<file path="src/rtl/tdc_pkg.sv">
// Shared definitions for the TDC channel scheduler slice.
//   tdc_state_e  : scheduler FSM states
//   ch_bits_of   : width of a channel index for a given channel count
//   acc_bits_of  : accumulator width that cannot overflow when summing
//                  2^avg_log2 samples of time_bits each
package tdc_pkg;

  typedef enum logic [2:0] {
    S_IDLE,
    S_SELECT,
    S_CLEAR,
    S_MEASURE,
    S_ACCUM,
    S_OUTPUT
  } tdc_state_e;

  function automatic int ch_bits_of(input int n_ch);
    return (n_ch > 1) ? $clog2(n_ch) : 1;
  endfunction

  function automatic int acc_bits_of(input int time_bits, input int avg_log2);
    return time_bits + avg_log2;
  endfunction

endpackage

</file>
<file path="src/rtl/tdc_rr_picker.sv">
// Combinational round-robin picker.
// Ports:
//   mask      : channel enable mask
//   last      : last-serviced channel; the search starts strictly after it
//   next_ch   : first set mask bit after last, wrapping around
//   any_valid : high when mask has at least one bit set
module tdc_rr_picker
  import tdc_pkg::*;
#(
  parameter int  N_CH    = 4,
  localparam int CH_BITS = ch_bits_of(N_CH)
)(
  input  logic [N_CH-1:0]    mask,
  input  logic [CH_BITS-1:0] last,
  output logic [CH_BITS-1:0] next_ch,
  output logic               any_valid
);

  always_comb begin
    int                 idx;
    logic [CH_BITS-1:0] cand;
    next_ch   = '0;
    any_valid = 1'b0;
    idx       = 0;
    cand      = '0;
    // i runs 1..N_CH so the last-serviced channel itself is tried last.
    for (int i = 1; i <= N_CH; i++) begin
      idx  = (int'(last) + i) % N_CH;
      cand = CH_BITS'(idx);
      if (!any_valid && mask[cand]) begin
        next_ch   = cand;
        any_valid = 1'b1;
      end
    end
  end

endmodule

</file>
<file path="src/rtl/tdc_channel_scheduler.sv">
// Round-robin scheduler for repeated time-to-digital measurements across
// N_CH pulse sources sharing one time counter and one pulse counter.
// Each selected channel gets 2^AVG_LOG2 clear/measure runs; the averaged
// time is presented on a valid/ready result port.
// Ports:
//   clk, rst     : clock, asynchronous active-high reset
//   enable       : allows a new channel set to start
//   ch_mask      : channel enable mask, sampled in SELECT
//   pulse_in     : single-cycle pulses, one bit per channel
//   sel_ch       : channel owning the counters (valid while busy)
//   clear        : high during the one-cycle CLEAR state
//   busy         : high in every state except IDLE
//   res_valid, res_ready, res_data, res_ch, res_timeout : result port
// Result handshake: res_valid stays high and res_data/res_ch/res_timeout
// stay stable until a cycle with res_valid && res_ready; that cycle is the
// transfer and res_valid drops on the following cycle.
// The FSM state is held in the signal `state` for observation.
module tdc_channel_scheduler
  import tdc_pkg::*;
#(
  parameter int  N_CH            = 4,
  parameter int  COUNT_TIME_BITS = 16,
  parameter int  PULSE_TARGET    = 10,
  parameter int  TIMEOUT_CYCLES  = 65535,
  parameter int  AVG_LOG2        = 2,
  localparam int CH_BITS         = ch_bits_of(N_CH)
)(
  input  logic                       clk,
  input  logic                       rst,
  input  logic                       enable,
  input  logic [N_CH-1:0]            ch_mask,
  input  logic [N_CH-1:0]            pulse_in,
  output logic [CH_BITS-1:0]         sel_ch,
  output logic                       clear,
  output logic                       busy,
  output logic                       res_valid,
  input  logic                       res_ready,
  output logic [COUNT_TIME_BITS-1:0] res_data,
  output logic [CH_BITS-1:0]         res_ch,
  output logic                       res_timeout
);

  localparam int ACC_BITS = acc_bits_of(COUNT_TIME_BITS, AVG_LOG2);
  localparam int RUN_BITS = AVG_LOG2 + 1;
  localparam int RUNS     = 1 << AVG_LOG2;
  localparam int PC_BITS  = $clog2(PULSE_TARGET + 1);
  localparam logic [COUNT_TIME_BITS-1:0] RES_ONES = '1;

  tdc_state_e state, state_next;

  logic [CH_BITS-1:0]         last_ch;
  logic [CH_BITS-1:0]         pick_ch;
  logic                       pick_valid;
  logic [ACC_BITS-1:0]        acc;
  logic [ACC_BITS-1:0]        acc_next;
  logic [RUN_BITS-1:0]        run_cnt;
  logic [RUN_BITS-1:0]        run_next;
  logic [COUNT_TIME_BITS-1:0] time_cnt;
  logic [COUNT_TIME_BITS-1:0] time_cur;
  logic [PC_BITS-1:0]         pulse_cnt;
  logic [PC_BITS-1:0]         pulse_cur;
  logic [COUNT_TIME_BITS-1:0] sample;
  logic                       to_flag;
  logic                       hit;
  logic                       expire;
  logic                       last_run;
  logic                       want_start;

  tdc_rr_picker #(.N_CH(N_CH)) u_picker (
    .mask      (ch_mask),
    .last      (last_ch),
    .next_ch   (pick_ch),
    .any_valid (pick_valid)
  );

  // Values "in this cycle" during MEASURE: the first MEASURE cycle reads 1.
  assign time_cur   = time_cnt + COUNT_TIME_BITS'(1);
  assign pulse_cur  = pulse_cnt + PC_BITS'(pulse_in[sel_ch]);
  assign hit        = (pulse_cur == PC_BITS'(PULSE_TARGET));
  assign expire     = (time_cur == COUNT_TIME_BITS'(TIMEOUT_CYCLES));
  assign acc_next   = acc + ACC_BITS'(sample);
  assign run_next   = run_cnt + RUN_BITS'(1);
  assign last_run   = (run_next == RUN_BITS'(RUNS));
  assign want_start = enable && (|ch_mask);

  always_ff @(posedge clk or posedge rst) begin
    if (rst) state <= S_IDLE;
    else     state <= state_next;
  end

  always_comb begin
    state_next = state;
    clear      = 1'b0;
    busy       = 1'b1;
    res_valid  = 1'b0;
    case (state)
      S_IDLE: begin
        busy = 1'b0;
        if (want_start) state_next = S_SELECT;
      end
      // The mask may have emptied since the IDLE decision; fall back to IDLE.
      S_SELECT:  state_next = pick_valid ? S_CLEAR : S_IDLE;
      S_CLEAR: begin
        clear      = 1'b1;
        state_next = S_MEASURE;
      end
      S_MEASURE: if (hit || expire) state_next = S_ACCUM;
      S_ACCUM:   state_next = last_run ? S_OUTPUT : S_CLEAR;
      S_OUTPUT: begin
        res_valid = 1'b1;
        if (res_ready) state_next = want_start ? S_SELECT : S_IDLE;
      end
      default:   state_next = S_IDLE;
    endcase
  end

  // Reset value of last_ch makes the first search begin at channel 0.
  always_ff @(posedge clk or posedge rst) begin
    if (rst) begin
      last_ch     <= CH_BITS'(N_CH - 1);
      sel_ch      <= '0;
      acc         <= '0;
      run_cnt     <= '0;
      time_cnt    <= '0;
      pulse_cnt   <= '0;
      sample      <= '0;
      to_flag     <= 1'b0;
      res_data    <= '0;
      res_ch      <= '0;
      res_timeout <= 1'b0;
    end else begin
      case (state)
        S_SELECT: begin
          if (pick_valid) sel_ch <= pick_ch;
          acc     <= '0;
          run_cnt <= '0;
          to_flag <= 1'b0;
        end
        S_CLEAR: begin
          time_cnt  <= '0;
          pulse_cnt <= '0;
        end
        S_MEASURE: begin
          time_cnt  <= time_cur;
          pulse_cnt <= pulse_cur;
          // Completion takes priority over a timeout in the same cycle.
          if (hit) begin
            sample <= time_cur;
          end else if (expire) begin
            sample  <= RES_ONES;
            to_flag <= 1'b1;
          end
        end
        S_ACCUM: begin
          acc     <= acc_next;
          run_cnt <= run_next;
          if (last_run) begin
            res_data    <= to_flag ? RES_ONES
                                   : COUNT_TIME_BITS'(acc_next >> AVG_LOG2);
            res_ch      <= sel_ch;
            res_timeout <= to_flag;
          end
        end
        S_OUTPUT: if (res_ready) last_ch <= sel_ch;
        default: ;
      endcase
    end
  end

endmodule
</file>
<file path="config.mk">
export PLATFORM = sky130hd
export DESIGN_NAME = tdc_channel_scheduler
export DESIGN_NICKNAME = d
export VERILOG_FILES = /design/src/rtl/tdc_pkg.sv /design/src/rtl/tdc_rr_picker.sv /design/src/rtl/tdc_channel_scheduler.sv
export SDC_FILE = /design/constraint.sdc
export NUM_CORES = 1
export LEC_CHECK = 0
export BUFFER_PORTS_ARGS = -buffer_cell sky130_fd_sc_hd__buf_2
export CAP_MARGIN = 25
export CORE_MARGIN = 2
export CORE_UTILIZATION = 40
export DETAILED_ROUTE_END_ITERATION = 6
export PLACE_DENSITY_LB_ADDON = 0.1
export SYNTH_ARGS = -nofsm -noshare
export SYNTH_HDL_FRONTEND = slang
export SYNTH_SLANG_ARGS = --single-unit
</file>
<file path="constraint.sdc">
create_clock -name clk -period 3.3 [get_ports clk]
set_input_delay 0.825 -clock clk [delete_from_list [all_inputs] [get_ports clk]]
set_output_delay 0.825 -clock clk [all_outputs]
set_load 0.01 [all_outputs]
</file>
# After elaboration in Yosys (flattened, before gate mapping)

Index checks and enable logic that the tools add are counted.

$lt $le $gt $ge: 5
Muxes and demuxes: 38
Add/subtract/negate cells: 8
Equality and inequality tests: 13
Reduce and logical (&&, ||, !) cells: 20

Operators with widths:

| cell                    | count |
|---|---|
| $mux W16                | 3 |
| $pmux W18 S2            | 1 |
| $pmux W16 S2            | 1 |
| $add A18 B16 Y18        | 1 |
| $pmux W3 S6             | 1 |
| $add A16 B1 Y16 const B | 1 |
| $eq A16 B16 Y1 const B  | 1 |
| $lt A2 B3 Y1 const B    | 5 |
| $mux W1                 | 15 |
| $mux W3                 | 4 |
| $bmux W1 S2             | 5 |
| $mux W2                 | 5 |
| $ne A2 B2 Y1 const B    | 5 |
| $eq A3 B3 Y1 const B    | 3 |
| $pmux W4 S2             | 1 |
| $reduce_and A2 Y1       | 4 |
| $reduce_bool A2 Y1      | 4 |
| $eq A3 B2 Y1 const B    | 2 |
| $pmux W3 S2             | 1 |
| $reduce_and A3 Y1       | 2 |
| $add A2 B1 Y2 const B   | 2 |
| $add A2 B2 Y2 const B   | 2 |
| $add A4 B1 Y4           | 1 |
| $eq A4 B4 Y1 const B    | 1 |
| other kinds (8)         | 13 |

Output and inout port bits: 24
Word-level logic and storage cells: 96
Bits of input ports: 12
Bits in registers: 84

# Depth between registers and ports, before layout

Gate-level depths: netlist (run 1).

Depth after elaboration: 15
Gate-level depth with buffers: 12
Depth with buffers taken out: 9

# Modules after synthesis

From an unflattened synthesis (run 1), not the netlist that was laid out.

Cells, all modules: 511
Area total of the unflattened synthesis: 4926.0 um^2

Modules (own cells, without submodules):

| module                | instances | area each (um^2) | cells each |
|---|---|---|---|
| tdc_channel_scheduler | 1         | 4834.6           | 497 |
| tdc_rr_picker         | 1         | 91.3             | 14 |

# Least setup slack after synthesis (run 1)

No wires, ideal clock.

Path kind: input to register
Start point: input port pulse_in[3]
End point: register sample[11]
Arrival: 3.054 ns
Stages: 10
Setup slack: 0.107 ns
Required time: 3.160 ns
Library setup time: 0.140 ns
Cell sequence: mux4_2 > ha_1 > ha_1 > nor3b_1 > a31oi_1 > or3b_2 > clkbuf_1 > nor2_1 > clkbuf_1 > a21oi_1

Cells in the longest elaborated chain, start to end: 6

RTL lines:

| what                                | line                         | source |
|---|---|---|
| start, declared                     | tdc_channel_scheduler.sv:32  | `input logic [N_CH-1:0] pulse_in,` |
| $bmux W1 S2 *                       | tdc_channel_scheduler.sv:78  | `assign pulse_cur = pulse_cnt + PC_BITS'(pulse_in[sel_ch]);` |
| $mux W1 (not written as such) *     | tdc_channel_scheduler.sv:78  |  |
| $add A4 B1 Y4 *                     | tdc_channel_scheduler.sv:78  |  |
| $eq A4 B4 Y1 *                      | tdc_channel_scheduler.sv:79  | `assign hit = (pulse_cur == PC_BITS'(PULSE_TARGET));` |
| $reduce_bool A2 Y1 (no source line) | n/a                          |  |
| $reduce_and A2 Y1 (no source line)  | n/a                          |  |
| end signal, assigned                | tdc_channel_scheduler.sv:148 | `sample <= time_cur;` |
| end, declared                       | tdc_channel_scheduler.sv:62  | `logic [COUNT_TIME_BITS-1:0] sample;` |

Every way passes the cells marked *; elsewhere a longest branch is shown, timed or not. The select of a mux whose other input is x is not followed.
A chain may end at the register's enable or synchronous reset.

# Final worst setup path (run 1)

Start point: input port pulse_in[3]
End point: register sample[10]

The elaborated chain is that of the path after synthesis.

==> results_dict.tcl, run 1 <==
set metrics [dict create \
    outcome "finished with violations" \
    violations "design-rule violations" \
    syn_avg_cell_area_um2 9.29 \
    power_leakage_nw 2.52 \
    wl_per_cell_um 15.9 \
    synth_fa_ha_area_share_pct 6.22 \
    p_per_area_mw_per_mm2 640 \
    routed_wl_um 10900 \
    row_count 39 \
    synth_cells 511 \
    die_h_um 113 \
    gp_congestion 0.837 \
    max_cap_violations 0 \
    yosysUniqueCellTypes 59 \
    synth_top_family_by_area "compound AO/OA/AOI/OAI gates" \
    io_pins 36 \
    start_util_pct 41.2 \
    grt_pass1_vias 3674 \
    max_freq_mhz 344 \
    layout_min_cycle_time_ns 2.91 \
    clk_latency_ns 0.34 \
    synth_edf_count 0 \
    grt_pass1_wl_um 18800 \
    mostFrequentLayoutCells "dfrtp_1, a21oi_1, nand2_1" \
    mappedNetlistArea_mm2 0.00475 \
    synth_mux_area_share_pct 1.66 \
    synth_xor_area_share_pct 5.35 \
    synth_seq_cells 84 \
    track_usage_pct 18.3 \
    grt-busiest-layer "met2" \
    setup_viol 0 \
    drc 2 \
    required_ns 3.57 \
    htree_levels 3 \
    vias 3874 \
    mostFrequentLayoutCell "dfrtp_1" \
    hold_viol_final 0 \
    finalPower_mw 3.47 \
    die_area_mm2 0.0128 \
    skew_ns 0.00731 \
    grt_max_degree 52 \
    n_antenna_cell 0 \
    startpoint_type "input port" \
    yosys_most_used_dff "dfrtp_1" \
    drt_iter0_markers 259 \
    tns_ns 0 \
    rsz0062_at_grt "no" \
    path_clk_slew_ns 0.06 \
    cts_buffer_depth 2 \
    dp_hpwl_um 7950 \
    cts_resized 0 \
    maxSlewViolCount 0 \
    cts_tree "built" \
    yosysWarnings 0 \
    n_fill_cell 1113 \
    drt_pre_antenna_iters 6 \
    worstPathMaxFanout 31 \
    antenna_found_initial 0 \
    vias_per_cell 5.63 \
    hold_buffers 0 \
    numCtsBuffers 9 \
    synthesis.nets 546 \
    cp-end-kind "flop" \
    finalNetCount 575 \
    io_buffers 35 \
    max_slew_margin_pct 53.6 \
    critPathArrivalTime_ns 3.18 \
    grt_util_met3_pct 4.23 \
    use_met2_pct 27.5 \
    tightest_slew_ns 0.689 \
    syn2layout_area_growth_pct 14.3 \
    peakVddDrop_mv 0.341 \
    crit_type "in -> reg" \
    drive_above_1_share_pct 14.7 \
    synth_compound_area_share_pct 20.8 \
    grt_overflow 0 \
    cts_root_buf "clkbuf_16" \
    fin_crit_sh_pct 88.1 \
    grt_use_met1_pct 26.8 \
    cts_sinks 84 \
    async_flop_share_pct 100 \
    postCtsSetupBuffers 0 \
    die_x_um 113 \
    ant_nets 0 \
    synth_seq_area_share_pct 44.3 \
    core_area_mm2 0.0115 \
    synthSimpleGateAreaFrac_pct 17.8 \
    hold_class "reg -> reg" \
]
-- worst max-delay path: stages --
cell and delay (ns):
buf_2 0.09, mux4_2 0.47, ha_1 0.23, ha_1 0.23, nor3b_1 0.22, a31oi_1 0.06
or3b_2 0.48, nor2_2 0.15, buf_12 0.19, or3_1 0.12, o31a_1 0.12
-- synthesized netlist by cell type (2+ instances only) --
library cell / count / share of area, %
a21o_1: 12 / 1.9
a22oi_1: 2 / 0.32
nor4_1: 6 / 0.79
a21oi_1: 50 / 5.3
and2_1: 2 / 0.26
buf_2: 4 / 0.42
nor2_1: 36 / 2.8
nand4b_1: 2 / 0.37
nor3_1: 22 / 2.3
a21oi_2: 2 / 0.37
o31ai_1: 7 / 1.1
nor2b_1: 5 / 0.66
nand3_1: 13 / 1.4
inv_1: 16 / 1.3
nand2_1: 47 / 3.7
clkbuf_1: 22 / 1.7
and4_1: 5 / 0.92
nand2b_1: 4 / 0.53
o31a_1: 2 / 0.37
and3_1: 4 / 0.53
xor2_1: 11 / 2.0
a2bb2oi_1: 2 / 0.37
xnor2_1: 18 / 3.3
a31oi_1: 8 / 1.1
o21ai_0: 30 / 3.2
nand4_1: 6 / 0.79
ha_1: 22 / 5.8
dfstp_2: 2 / 1.1
a211oi_1: 3 / 0.47
o21a_1: 2 / 0.32
nand3b_1: 2 / 0.32
o22ai_1: 3 / 0.40
dfrtp_1: 82 / 43
or2_2: 2 / 0.26
o21ai_1: 5 / 0.53
mux2_2: 5 / 1.2
o22a_1: 6 / 1.1
or3_1: 7 / 0.92
a22o_1: 12 / 2.2
-- final cells by class --
class                      count  area, um2  share of cell area [%]
timing repair buffer          46        283                    5.21
tap                          143        179                    3.30
clock inverter                 6       93.8                    1.73
multi-input combinational    383       2460                    45.4
sequential                    84       2100                    38.8
clock buffer                  10        239                    4.41
inverter                      16       61.3                    1.13
-- cells by family (layout without fill, tap and decap cells) --
| logic type | count (synthesis) | after routing |
|---|---|---|
| xor gates and xnor gates | 29 | 29 |
| AOI/OAI and AO/OA | 156 | 156 |
| buffers and inverters | 44 | 78 |
| and+or+nand+nor | 169 | 169 |
| DFF | 84 | 84 |
| adders and majority gates | 23 | 23 |
| muxes | 6 | 6 |
-- routing by layer --
metal	routed length, um	vias to the layer above
met5	0	-
met4	150	0
met3	330	10
met2	4870	61
met1	5590	1879
li1	-	1924
-- state kept, by name (all words and copies together), names as in the netlist --
name	flops
sample	16
res_ch	2
res_data	16
time_cnt	16
run_cnt	3
res_timeout	1
to_flag	1
pulse_cnt	4
last_ch	2
acc	18
sel_ch	2
state	3
-- through the flow --
| step | util (%) | setup WS [ns] | cell area [um2] | hold WS, ns | cells |
|---|---|---|---|---|---|
| 2_1_floorplan | - | 0.107 | 4750 | 0.450 | 511 |
| 3_3_place_gp | 44.2 | 0.128 | 5090 | 0.465 | 672 |
| 3_5_place_dp | 44.2 | 0.0727 | 5090 | 0.477 | 672 |
| 4_1_cts | 47.1 | 0.401 | 5420 | 0.492 | 688 |
| 5_1_grt | 47.1 | 0.300 | 5420 | 0.527 | 688 |
| 6_report | 47.1 | 0.392 | 5420 | 0.491 | 688 |
-- where the power goes --
group | leakage [nW] | internal (mW) | switching, mW
combinational | 1.23 | 0.399 | 0.606
sequential | 1.13 | 1.18 | 0.161
clock | 0.160 | 0.690 | 0.432
total | 2.52 | 2.27 | 1.20
-- path summary, 6_finish.rpt --
path                        startpoint          to  slack (ns)  cells past startpoint
min in group asynchronous          rst   res_ch[1]        0.53                      2
setup reg to reg             sel_ch[0]  sample[10]        0.45                     10
hold / removal              run_cnt[2]  run_cnt[2]        0.49                      2
setup / recovery           pulse_in[3]  sample[10]        0.39                     11
max in group asynchronous          rst  last_ch[1]        2.06                      3
hold reg to reg             run_cnt[2]  run_cnt[2]        0.49                      2
No activity file was read; power rests on OpenSTA's default activity.
==> run 2, diff against run 1 <==
--- a/config.mk
+++ b/config.mk
@@ -7,7 +7,7 @@
 export LEC_CHECK = 0
 export BUFFER_PORTS_ARGS = -buffer_cell sky130_fd_sc_hd__buf_2
 export CAP_MARGIN = 25
-export CORE_MARGIN = 2
+export CORE_MARGIN = 3
 export CORE_UTILIZATION = 40
 export DETAILED_ROUTE_END_ITERATION = 6
 export PLACE_DENSITY_LB_ADDON = 0.1
==> results_dict.tcl, run 2 (synthesis results as in run 1) <==
set metrics [dict create \
    outcome "complete, no violations" \
    tns_ns 0 \
    top_register "acc" \
    numCtsBuffers 9 \
    cts_resized 0 \
    finalPower_mw 3.52 \
    cts_sinks 84 \
    io_buffers 35 \
    wl_per_cell_um 16.2 \
    cts_buffer_depth 2 \
    multiInputGateArea_mm2 0.00246 \
    largest_reg_flops 18 \
    vias 3808 \
    cts_root_buf "clkbuf_16" \
    mostFrequentLayoutCell "dfrtp_1" \
    max_freq_mhz 343 \
    vias_per_cell 5.53 \
    postCtsSetupBuffers 0 \
    die_x_um 115 \
    setup_viol 0 \
    grt_pass1_vias 3754 \
    grt_max_degree 48 \
    routed_wl_um 11100 \
    critPathArrivalTime_ns 3.18 \
    die_h_um 115 \
    peakVddDrop_mv 0.354 \
    drc 0 \
    mostFrequentLayoutCells "dfrtp_1, a21oi_1, nand2_1" \
    clk_latency_ns 0.34 \
    hold_buffers 0 \
    max_slew_margin_pct 53.3 \
    grt_overflow 0 \
    required_ns 3.57 \
    power_leakage_nw 2.53 \
    crit_type "in -> reg" \
    antenna_found_initial 0 \
    tightest_slew_ns 0.696 \
    dp_hpwl_um 8130 \
    drt_iter0_markers 159 \
    worstPathMaxFanout 31 \
    core_area_mm2 0.0115 \
    p_per_area_mw_per_mm2 646 \
    path_clk_slew_ns 0.06 \
    grt_pass1_wl_um 18900 \
    n_fill_cell 1111 \
    startpoint_type "input port" \
    drive_above_1_share_pct 14.7 \
    max_cap_violations 0 \
    gp_congestion 0.889 \
    final-seq-area_mm2 0.00210 \
    hold_class "reg -> reg" \
    io_pins 36 \
    syn2layout_area_growth_pct 14.6 \
    ant_nets 0 \
    n_antenna_cell 0 \
    finish.utilization_pct 47.3 \
    rsz0062_at_grt "no" \
    die_area_mm2 0.0132 \
    htree_levels 3 \
    drt_pre_antenna_iters 4 \
    row_count 39 \
    track_usage_pct 17.7 \
    skew_ns 0.00720 \
    finalNetCount 575 \
    cts_tree "built" \
    cp-end-kind "flop" \
    start_util_pct 41.2 \
    maxSlewViolCount 0 \
    layout_min_cycle_time_ns 2.91 \
    hold_viol_final 0 \
    fin_crit_sh_pct 88.3 \
]
==> run 2: cell types whose count changed in the layout (fill, tap and decap cells not counted), sizes merged <==
cell,before,now
inv,17,15
clkinv,2,3
bufinv,2,3
==> run 2: cell type report <==
type | instances | area share [%]
multi-input cells | 383 | 45.3
flip-flops and latches | 84 | 38.7
clock inverters | 6 | 2.05
inverters | 16 | 1.13
well taps | 143 | 3.29
repair buffers | 46 | 5.20
clock buffers | 10 | 4.39
==> run 2: metal layers <==
| layer | track usage (%) | vias up | routed length (um) | part of all wire (%) |
|---|---|---|---|---|
| li1 | - | 1920 | - | - |
| met1 | 24.8 | 1828 | 5580 | 50 |
| met2 | 28.4 | 49 | 5170 | 46 |
| met3 | 3.16 | 11 | 258 | 2.3 |
| met4 | 4.77 | 0 | 121 | 1.1 |
| met5 | 0 | - | 0 | 0 |
==> run 2: critical path, cell delays in order <==
cell	delay, ns
buf_2	0.09
mux4_2	0.47
ha_1	0.22
ha_1	0.23
nor3b_1	0.22
a31oi_1	0.06
or3b_2	0.48
nor2_2	0.14
buf_12	0.19
or3_1	0.13
o31a_1	0.12
==> run 2: final timing paths <==
path	startpoint	to	slack, ns	cells past startpoint
setup reg to reg	sel_ch[0]	sample[10]	0.47	10
max in group asynchronous	rst	last_ch[1]	2.04	3
hold / removal	run_cnt[2]	run_cnt[2]	0.48	2
hold reg to reg	run_cnt[2]	run_cnt[2]	0.48	2
setup / recovery	pulse_in[3]	sample[10]	0.39	11
min in group asynchronous	rst	res_ch[0]	0.55	2
==> run 2: stage by stage <==
step,cell area (um2),cells,worst slack (ns),hold slack (ns)
finish,5440,688,0.388,0.481
global route,5440,688,0.247,0.508
CTS,5440,688,0.414,0.489
detailed placement,5090,672,0.0811,0.475
global placement,5090,672,0.124,0.462
floorplan,4750,511,0.107,0.450
==> run 2: power by group <==
group          switching (mW)  total [mW]  internal (mW)
sequential              0.157        1.34           1.18
clock                   0.407        1.17          0.760
combinational           0.607        1.01          0.401
total                    1.17        3.52           2.35
